--- config.mk ---
export PLATFORM = sky130hd
export DESIGN_NAME = output_layer_neuron
export DESIGN_NICKNAME = d
export VERILOG_FILES = /design/src/rtl/nn_pkg.sv /design/src/rtl/nn_hard_sigmoid.sv /design/src/rtl/output_layer_neuron.sv
export SDC_FILE = /design/constraint.sdc
export NUM_CORES = 1
export LEC_CHECK = 0
export CAP_MARGIN = 20
export CORE_MARGIN = 2
export CORE_UTILIZATION = 62
export CTS_CLUSTER_DIAMETER = 60
export DETAILED_ROUTE_END_ITERATION = 10
export HOLD_SLACK_MARGIN = 0.08
export PLACE_DENSITY = 0.92
export RECOVER_POWER = 25
export SYNTH_ARGS = -nofsm -noshare
export SYNTH_HDL_FRONTEND = slang
export SYNTH_HIERARCHICAL = 1
export SYNTH_SLANG_ARGS = --single-unit
--- constraint.sdc ---
create_clock -name clk -period 13.2 [get_ports clk]
set_input_delay 2.64 -clock clk [delete_from_list [all_inputs] [get_ports clk]]
set_output_delay 2.64 -clock clk [all_outputs]
set_load 0.1 [all_outputs]
--- src/rtl/nn_pkg.sv ---
// rtl/nn_pkg.sv - shared XOR-network types, Q-format constants and FSM encoding
package nn_pkg;

    localparam int DW_DEF   = 8;
    localparam int FRAC_DEF = 4;

    typedef logic signed [DW_DEF-1:0] fix_t;

    localparam fix_t ONE_Q = 8'sd16;

    typedef enum logic [2:0] {
        ST_IDLE,
        ST_MAC,
        ST_BIAS,
        ST_ACT,
        ST_DONE
    } state_t;

    // Element 0 in the low byte: w0 = 20, w1 = -22
    localparam logic [2*DW_DEF-1:0] W_DEF = {-8'sd22, 8'sd20};
    localparam fix_t                B_DEF = -8'sd4;

endpackage

--- src/rtl/nn_hard_sigmoid.sv ---
// rtl/nn_hard_sigmoid.sv - combinational hard-sigmoid: (z >>> 2) + 0.5, clamped to [0, 1.0]
module nn_hard_sigmoid #(
    parameter int DW   = 8,
    parameter int FRAC = 4
) (
    input  logic signed [DW-1:0] z_i,
    output logic signed [DW-1:0] y_o
);

    localparam logic signed [DW:0] HALF = (DW+1)'(1 << (FRAC-1));
    localparam logic signed [DW:0] ONE  = (DW+1)'(1 << FRAC);

    logic signed [DW:0] h;

    assign h = (DW+1)'(z_i >>> 2) + HALF;

    always_comb begin
        y_o = h[DW-1:0];
        if (h < 0) begin
            y_o = '0;
        end else if (h > ONE) begin
            y_o = ONE[DW-1:0];
        end
    end

endmodule

--- src/rtl/output_layer_neuron.sv ---
// rtl/output_layer_neuron.sv - XOR output neuron: sequential MAC, bias, narrow, hard-sigmoid; OUTPUT_LAYER_SAT_EN selects saturating narrowing
module output_layer_neuron
    import nn_pkg::*;
#(
    parameter int                     N_IN   = 2,
    parameter int                     DW     = DW_DEF,
    parameter int                     FRAC   = FRAC_DEF,
    parameter logic [N_IN*DW-1:0]     W_INIT = W_DEF,
    parameter logic signed [DW-1:0]   B_INIT = B_DEF
) (
    input  logic                   clk,
    input  logic                   rst,
    input  logic                   req,
    input  logic [N_IN*DW-1:0]     a_vec,
    output logic                   ack,
    output logic                   busy,
    output logic signed [DW-1:0]   y,
    output logic signed [DW-1:0]   z_out
);

    localparam int ACC_W = 2*DW + $clog2(N_IN) + 1;
    localparam int IDX_W = (N_IN > 1) ? $clog2(N_IN) : 1;

    state_t                   state_q, state_d;
    logic signed [ACC_W-1:0]  acc_q, acc_d;
    logic [IDX_W-1:0]         idx_q, idx_d;
    logic signed [DW-1:0]     z_q, z_d;
    logic signed [DW-1:0]     y_q, y_d;
    logic                     ack_q, ack_d;
    logic signed [DW-1:0]     a_q [N_IN];
    logic signed [DW-1:0]     w_arr [N_IN];

    logic                     start;
    logic signed [2*DW-1:0]   prod;
    logic signed [ACC_W-1:0]  term;
    logic signed [ACC_W-1:0]  s;
    logic signed [DW-1:0]     s_nar;
    logic signed [DW-1:0]     h;

    always_comb begin
        for (int i = 0; i < N_IN; i++) begin
            w_arr[i] = W_INIT[i*DW +: DW];
        end
    end

    assign start = (state_q == ST_IDLE) && req;

    // Each term floors individually before accumulation
    assign prod = a_q[idx_q] * w_arr[idx_q];
    assign term = ACC_W'(prod >>> FRAC);
    assign s    = acc_q + ACC_W'(B_INIT);

`ifdef OUTPUT_LAYER_SAT_EN
    localparam logic signed [ACC_W-1:0] S_MAX = ACC_W'((2**(DW-1)) - 1);
    localparam logic signed [ACC_W-1:0] S_MIN = ACC_W'(-(2**(DW-1)));

    always_comb begin
        s_nar = s[DW-1:0];
        if (s > S_MAX) begin
            s_nar = S_MAX[DW-1:0];
        end else if (s < S_MIN) begin
            s_nar = S_MIN[DW-1:0];
        end
    end
`else
    assign s_nar = s[DW-1:0];
`endif

    nn_hard_sigmoid #(
        .DW   (DW),
        .FRAC (FRAC)
    ) u_act (
        .z_i (z_q),
        .y_o (h)
    );

    always_comb begin
        state_d = state_q;
        acc_d   = acc_q;
        idx_d   = idx_q;
        z_d     = z_q;
        y_d     = y_q;
        ack_d   = ack_q;
        case (state_q)
            ST_IDLE: begin
                if (req) begin
                    acc_d   = '0;
                    idx_d   = '0;
                    state_d = ST_MAC;
                end
            end
            ST_MAC: begin
                acc_d = acc_q + term;
                idx_d = idx_q + 1'b1;
                if (idx_q == IDX_W'(N_IN-1)) begin
                    state_d = ST_BIAS;
                end
            end
            ST_BIAS: begin
                z_d     = s_nar;
                state_d = ST_ACT;
            end
            ST_ACT: begin
                y_d     = h;
                ack_d   = 1'b1;
                state_d = ST_DONE;
            end
            ST_DONE: begin
                if (!req) begin
                    ack_d   = 1'b0;
                    state_d = ST_IDLE;
                end
            end
            default: state_d = ST_IDLE;
        endcase
    end

    always_ff @(posedge clk) begin
        if (rst) begin
            state_q <= ST_IDLE;
            acc_q   <= '0;
            idx_q   <= '0;
            z_q     <= '0;
            y_q     <= '0;
            ack_q   <= 1'b0;
            for (int i = 0; i < N_IN; i++) begin
                a_q[i] <= '0;
            end
        end else begin
            state_q <= state_d;
            acc_q   <= acc_d;
            idx_q   <= idx_d;
            z_q     <= z_d;
            y_q     <= y_d;
            ack_q   <= ack_d;
            if (start) begin
                for (int i = 0; i < N_IN; i++) begin
                    a_q[i] <= a_vec[i*DW +: DW];
                end
            end
        end
    end

    assign ack   = ack_q;
    assign busy  = (state_q != ST_IDLE);
    assign y     = y_q;
    assign z_out = z_q;

endmodule
# ---- Word-level counts from Yosys, hierarchy flattened
# Memory sizes are Yosys's and may differ from the RTL's. A register that Yosys moved wholly into a read port is not among the register bits.
# Cells that the tools add are included.
# Widths: inputs -> output; s select.
dict set report totals {
  reg_bits 39
  ramBits 16
  in_bits 19
  out_inout_bits 18
  memories 1
}
dict set report classes {
  addsub 4
  mul 1
  magnitude_cmp 3
  eq_ne 7
  muxes 24
  bitwise_logic 3
  n_reduce_logical 8
}
# memory words width rd rd_clocked_by_memory_dff wr line_no
set mem_list {}
lappend mem_list {a_q 2 8 1 1 2 output_layer_neuron.sv:30} ;# logic signed [DW-1:0] a_q [N_IN];
# op n
set ops {}
lappend ops {{$mux 8} 7}
lappend ops {{$pmux 18 s2} 1}
lappend ops {{$add 18x12->18} 1}
lappend ops {{$mux 18} 1}
lappend ops {{$mul 8x8->16} 1}
lappend ops {{$pmux 3 s5} 1}
lappend ops {{$mux 1} 9}
lappend ops {{$mux 3} 3}
lappend ops {{$add 8x3->8 const B} 1}
lappend ops {{$add 6x5->7 const B} 1}
lappend ops {{$gt 7x6->1 const B} 1}
lappend ops {{$lt 7x1->1 const B} 1}
lappend ops {{$eq 3x2->1 const B} 2}
lappend ops {{$ne 2x2->1 const B} 3}
lappend ops {{$pmux 1 s2} 2}
lappend ops {{$reduce_and 2->1} 2}
lappend ops {{$reduce_bool 2->1} 2}
lappend ops {{$eq 3x1->1 const B} 1}
lappend ops {{$eq 3x3->1 const B} 1}
lappend ops {{$logic_not 3->1} 1}
lappend ops {{$reduce_and 3->1} 1}
lappend ops {{$reduce_bool 3->1} 1}
lappend ops {{$ge 2x2->1 const B} 1}
lappend ops {{$not 1->2} 1}
lappend ops {{other kinds (3)} 4}

# ---- Logic depth before layout (Yosys ltp)
dict set report depth {
  ltp_word 7
  mapped_depth 23
}

# ---- By module
# The synthesis kept the hierarchy.
# mod n_inst cells_each area_per_inst_um2
set modules_own_cells {}
lappend modules_own_cells {output_layer_neuron 1 367 3423.3}
lappend modules_own_cells {nn_hard_sigmoid 1 17 122.6}

# ---- Least setup slack after synthesis
# No wires, ideal clock.
dict set report synth_path {
  kind {register to register}
  startpoint {register with a tool-made name}
  endpoint {register acc_q[7]}
  setup_time_ns 0.117
  arrival_time_ns 4.870
  required_ns 13.083
  setup_slack_ns 8.214
  path_stages_with_launch 24
  n_path_buf 1
  path_cell_list {dfxtp_1 > buf_6 > mux2i_1 > xor2_1 > nor2_1 > ha_1 > inv_1 > fa_1 > inv_1 > fa_1 > inv_1 > fa_1 > inv_1 > ha_1 > a21oi_1 > o21bai_1 > a21oi_1 > xnor2_1 > ha_1 > a21o_1 > a31oi_1 > xnor2_1 > xnor2_1 > o21ai_1}
}
# item line_no
set synth_rtl {}
lappend synth_rtl {{end signal, assigned} output_layer_neuron.sv:121} ;# acc_q <= '0;
lappend synth_rtl {{end signal, assigned} output_layer_neuron.sv:131} ;# acc_q <= acc_d;
lappend synth_rtl {{end, declared} output_layer_neuron.sv:25} ;# logic signed [ACC_W-1:0] acc_q, acc_d;

# ---- Final worst setup path
dict set report layout_path {
  startpoint {register idx_q}
  endpoint {register acc_q[7]}
}
dict set report layout_between {
  elab_chain_cells 7
}
# item line_no
set layout_lines {}
lappend layout_lines {{start, declared} output_layer_neuron.sv:26} ;# logic [IDX_W-1:0] idx_q, idx_d;
lappend layout_lines {{start signal, assigned} output_layer_neuron.sv:132} ;# idx_q <= idx_d;
lappend layout_lines {{$not 1->2 (not written as such)} output_layer_neuron.sv:49} ;# assign prod = a_q[idx_q] * w_arr[idx_q];
lappend layout_lines {{$mux 8 (not written as such) (3 in a row)} output_layer_neuron.sv:49}
lappend layout_lines {{$mul 8x8->16} output_layer_neuron.sv:49}
lappend layout_lines {{$add 18x12->18} output_layer_neuron.sv:93} ;# acc_d = acc_q + term;
lappend layout_lines {{$pmux 18 s2} output_layer_neuron.sv:84} ;# case (state_q)
# Every way passes these cells. The select of a mux whose other input is x is not followed.
# A chain may end at the register's enable or synchronous reset.

==> results.cfg <==
[clock_tree]
post_cts_buffers = 0
htreeDepth = 2
insertion_delay_ps = 300
cts_buffer_depth = 2
root_buffer = clkbuf_8
cts_tree = yes
cts_made_buffers = 5
ctsHoldBuffers = 0
path_clk_slew_ps = 80
cts_sinks = 46
ctsResizeCount = 0

[routing]
wl_per_cell_um = 13.8
ant_nets = 0
routed_wl_um = 6700
viasPerCell = 5.42
routed-via-count = 2625
drc = 0
drt_iter0_drc = 143
first_pass_iters = 4

[sta]
fmax_mhz = 174
period_share = 0.435
worst_slack_ps = 7450
min_period_ps = 5750
setup_viol = 0
rsz0062_at_grt = no
slew_headroom = 0.120
drv_slew = 0
timing.final.hold_violations = 0
fin_setup_tns_ps = 0
tightest_slew_ps = 1320
skew_ps = 11.3

[synthesis]
synth_cell_types = 41
postSynth.asyncResetShare = 0
syn_inst = 384
netlist_area_sq_mm = 0.00355
avgSynthCellArea_sq_um = 9.23
synth_flop_cell = dfxtp_1
synth_edf_count = 16
yosysSeqAreaShare = 0.305
ys_seq_elements = 46
synth_warnings = 6

[run]
cap_violations = 0

[place]
dp_hpwl_um = 5390
pre_cts_slack_ps = 7490
gp_congestion = 0.936
io_buffers = 36

[layout]
diodes = 0
syn2layout_area_growth_pct = 13.6
drive_above_1_share = 0.0364
nNetsFinal = 488
fill_cells = 381

[worst_hold_path]
min_path_type = flip-flop to flip-flop
hold_depth = 2
min_from = y[6]$_SDFFE_PP0P_
hold_path_end = y[6]$_SDFFE_PP0P_

[grt]
grt_pass1_wl_um = 11500
antenna_found_initial = 0
grt_max_degree = 33
first_global_vias = 2635
grtUsageTotal = 0.231
gr-total-overflow = 0

[setup_path]
worstSetupPathType = flip-flop to flip-flop
ff2ff_setup_slack_ps = 7450
cp_max_fo = 24
r2r-start = idx_q$_SDFFE_PP0P_
reg2reg_to = acc_q[7]$_SDFFE_PP0P_
end_kind = flip-flop
required_ps = 13390
startpoint_type = flip-flop
reg2reg_depth = 19
arrival_ps = 5930

[die]
dieHeight_um = 79.6
coreArea_sq_mm = 0.00551
dieArea_sq_mm = 0.00634
start_util = 0.644
die_w_um = 79.6
top_level_ports = 37
num_rows = 27

[power_and_ir_drop]
irDropWorstVdd_mv = 0.100
leakagePower_nw = 1.83
p_per_area_mw_per_mm2 = 148

[status]
outcome = complete, no violations
-- state kept, by name, summed over array words and instances (netlist names), named ones only --
signal and count:
y 8, idx_q 1, acc_q 8, ack 1, z_out 8, state_q 3, a_q 16
-- cell type report --
cell class,count,area (sq um),area share
inverter,48,180,0.0447
timing repair buffer,39,379,0.0941
clock inverter,1,30.0,0.00745
multi-input combinational,271,2190,0.544
clock buffer,7,76.3,0.0189
tap,72,90.1,0.0224
sequential,46,1080,0.268
-- cells by family after synthesis --
kind of cell | after synthesis | synth area share
AND/OR/NAND/NOR | 107 | 0.153
buffers and inverters | 70 | 0.0801
AO/OA/AOI/OAI | 59 | 0.102
adder cells (fa/ha/maj) | 58 | 0.249
flip-flops | 46 | 0.305
XOR/XNOR | 27 | 0.0667
multiplexers | 15 | 0.0423
other | 2 | 0.00212
-- cell usage in the layout (no fill, tap or decap), drive strengths merged --
cell,instances
ha,37
conb,5
a211oi,5
nand2,16
a21oi,26
o21ai,10
o21bai,4
nand4,1
xnor2,14
fa,21
and2,21
edfxtp,16
nand3,11
clkinv,1
nand2b,8
or2b,1
a21o,6
nor3,6
clkbuf,9
nor2b,3
buf,1
a2bb2oi,1
a31oi,1
inv,47
xor2,13
clkdlybuf4s50,35
dfxtp,30
or2,2
nand3b,2
or3,2
dlygate4sd3,1
mux2i,15
a22oi,6
nor2,34
bufinv,1
-- report_power, final --
part           internal, mW  switching, mW  leakage [nW]
Combinational         0.143          0.174          1.36
Clock                0.0567         0.0455        0.0524
Sequential            0.161         0.0167         0.416
Total                 0.360          0.236          1.83
-- metrics by stage --
step | cell area, sq um | power (mW) | instances | hold slack [ps] | util
after floorplan | 3560 | 0.433 | 387 | 489 | -
after global placement | 3920 | 0.478 | 475 | 443 | 0.712
after detailed placement | 3920 | 0.496 | 475 | 448 | 0.712
after CTS | 4030 | 0.599 | 483 | 460 | 0.731
after global routing | 4030 | 0.648 | 484 | 471 | 0.732
final | 4030 | 0.597 | 484 | 458 | 0.732
-- synth_stat cells (2+ instances only) --
master    count  area (sq um)
o21bai_1      4          30.0
or3_1         2          12.5
and2_1       21           131
nand3b_1      2          15.0
xor2_1       13           114
dfxtp_1      30           601
inv_1        47           176
xnor2_1      14           123
a21oi_1      25           125
buf_4         3          22.5
mux2i_1      15           150
nand2_1      16          60.1
nand3_1      11          55.1
clkbuf_1     15          56.3
a22oi_1       6          45.0
buf_2         2          10.0
nor3_1        5          25.0
nor2b_1       3          18.8
nand2b_1      7          43.8
a21o_1        6          45.0
a211oi_1      5          37.5
fa_1         21           420
edfxtp_1     16           480
nor2_1       34           128
conb_1        2          7.51
o21ai_0       8          40.0
ha_1         37           463
-- worst max path at each step --
stage	startpoint	endpoint
2_1_floorplan	flip-flop	acc_q[7]$_SDFFE_PP0P_
3_3_place_gp	idx_q$_SDFFE_PP0P_	acc_q[7]$_SDFFE_PP0P_
3_5_place_dp	idx_q$_SDFFE_PP0P_	acc_q[7]$_SDFFE_PP0P_
4_1_cts	idx_q$_SDFFE_PP0P_	acc_q[7]$_SDFFE_PP0P_
5_1_grt	idx_q$_SDFFE_PP0P_	acc_q[7]$_SDFFE_PP0P_
6_report	idx_q$_SDFFE_PP0P_	acc_q[7]$_SDFFE_PP0P_
-- routing by layer --
metal  GRT usage  vias up  share of wire
li1            -     1299              -
met1       0.276     1249           0.42
met2       0.434       67           0.53
met3      0.0407       10          0.037
met4      0.0431        0          0.013
met5           0        -              0
-- critical path: stages (launching register included) --
cell,delay (ps)
dfxtp_1,820
clkinv_1,460
nor2_1,340
fa_1,500
fa_1,520
fa_1,550
inv_1,50
fa_1,520
inv_1,40
ha_1,340
inv_1,70
o21bai_1,70
a21oi_1,180
xnor2_1,140
ha_1,290
a21o_1,200
a31oi_1,190
xnor2_1,160
xnor2_1,140
o21ai_1,70
(Power assumes the default switching activity.)
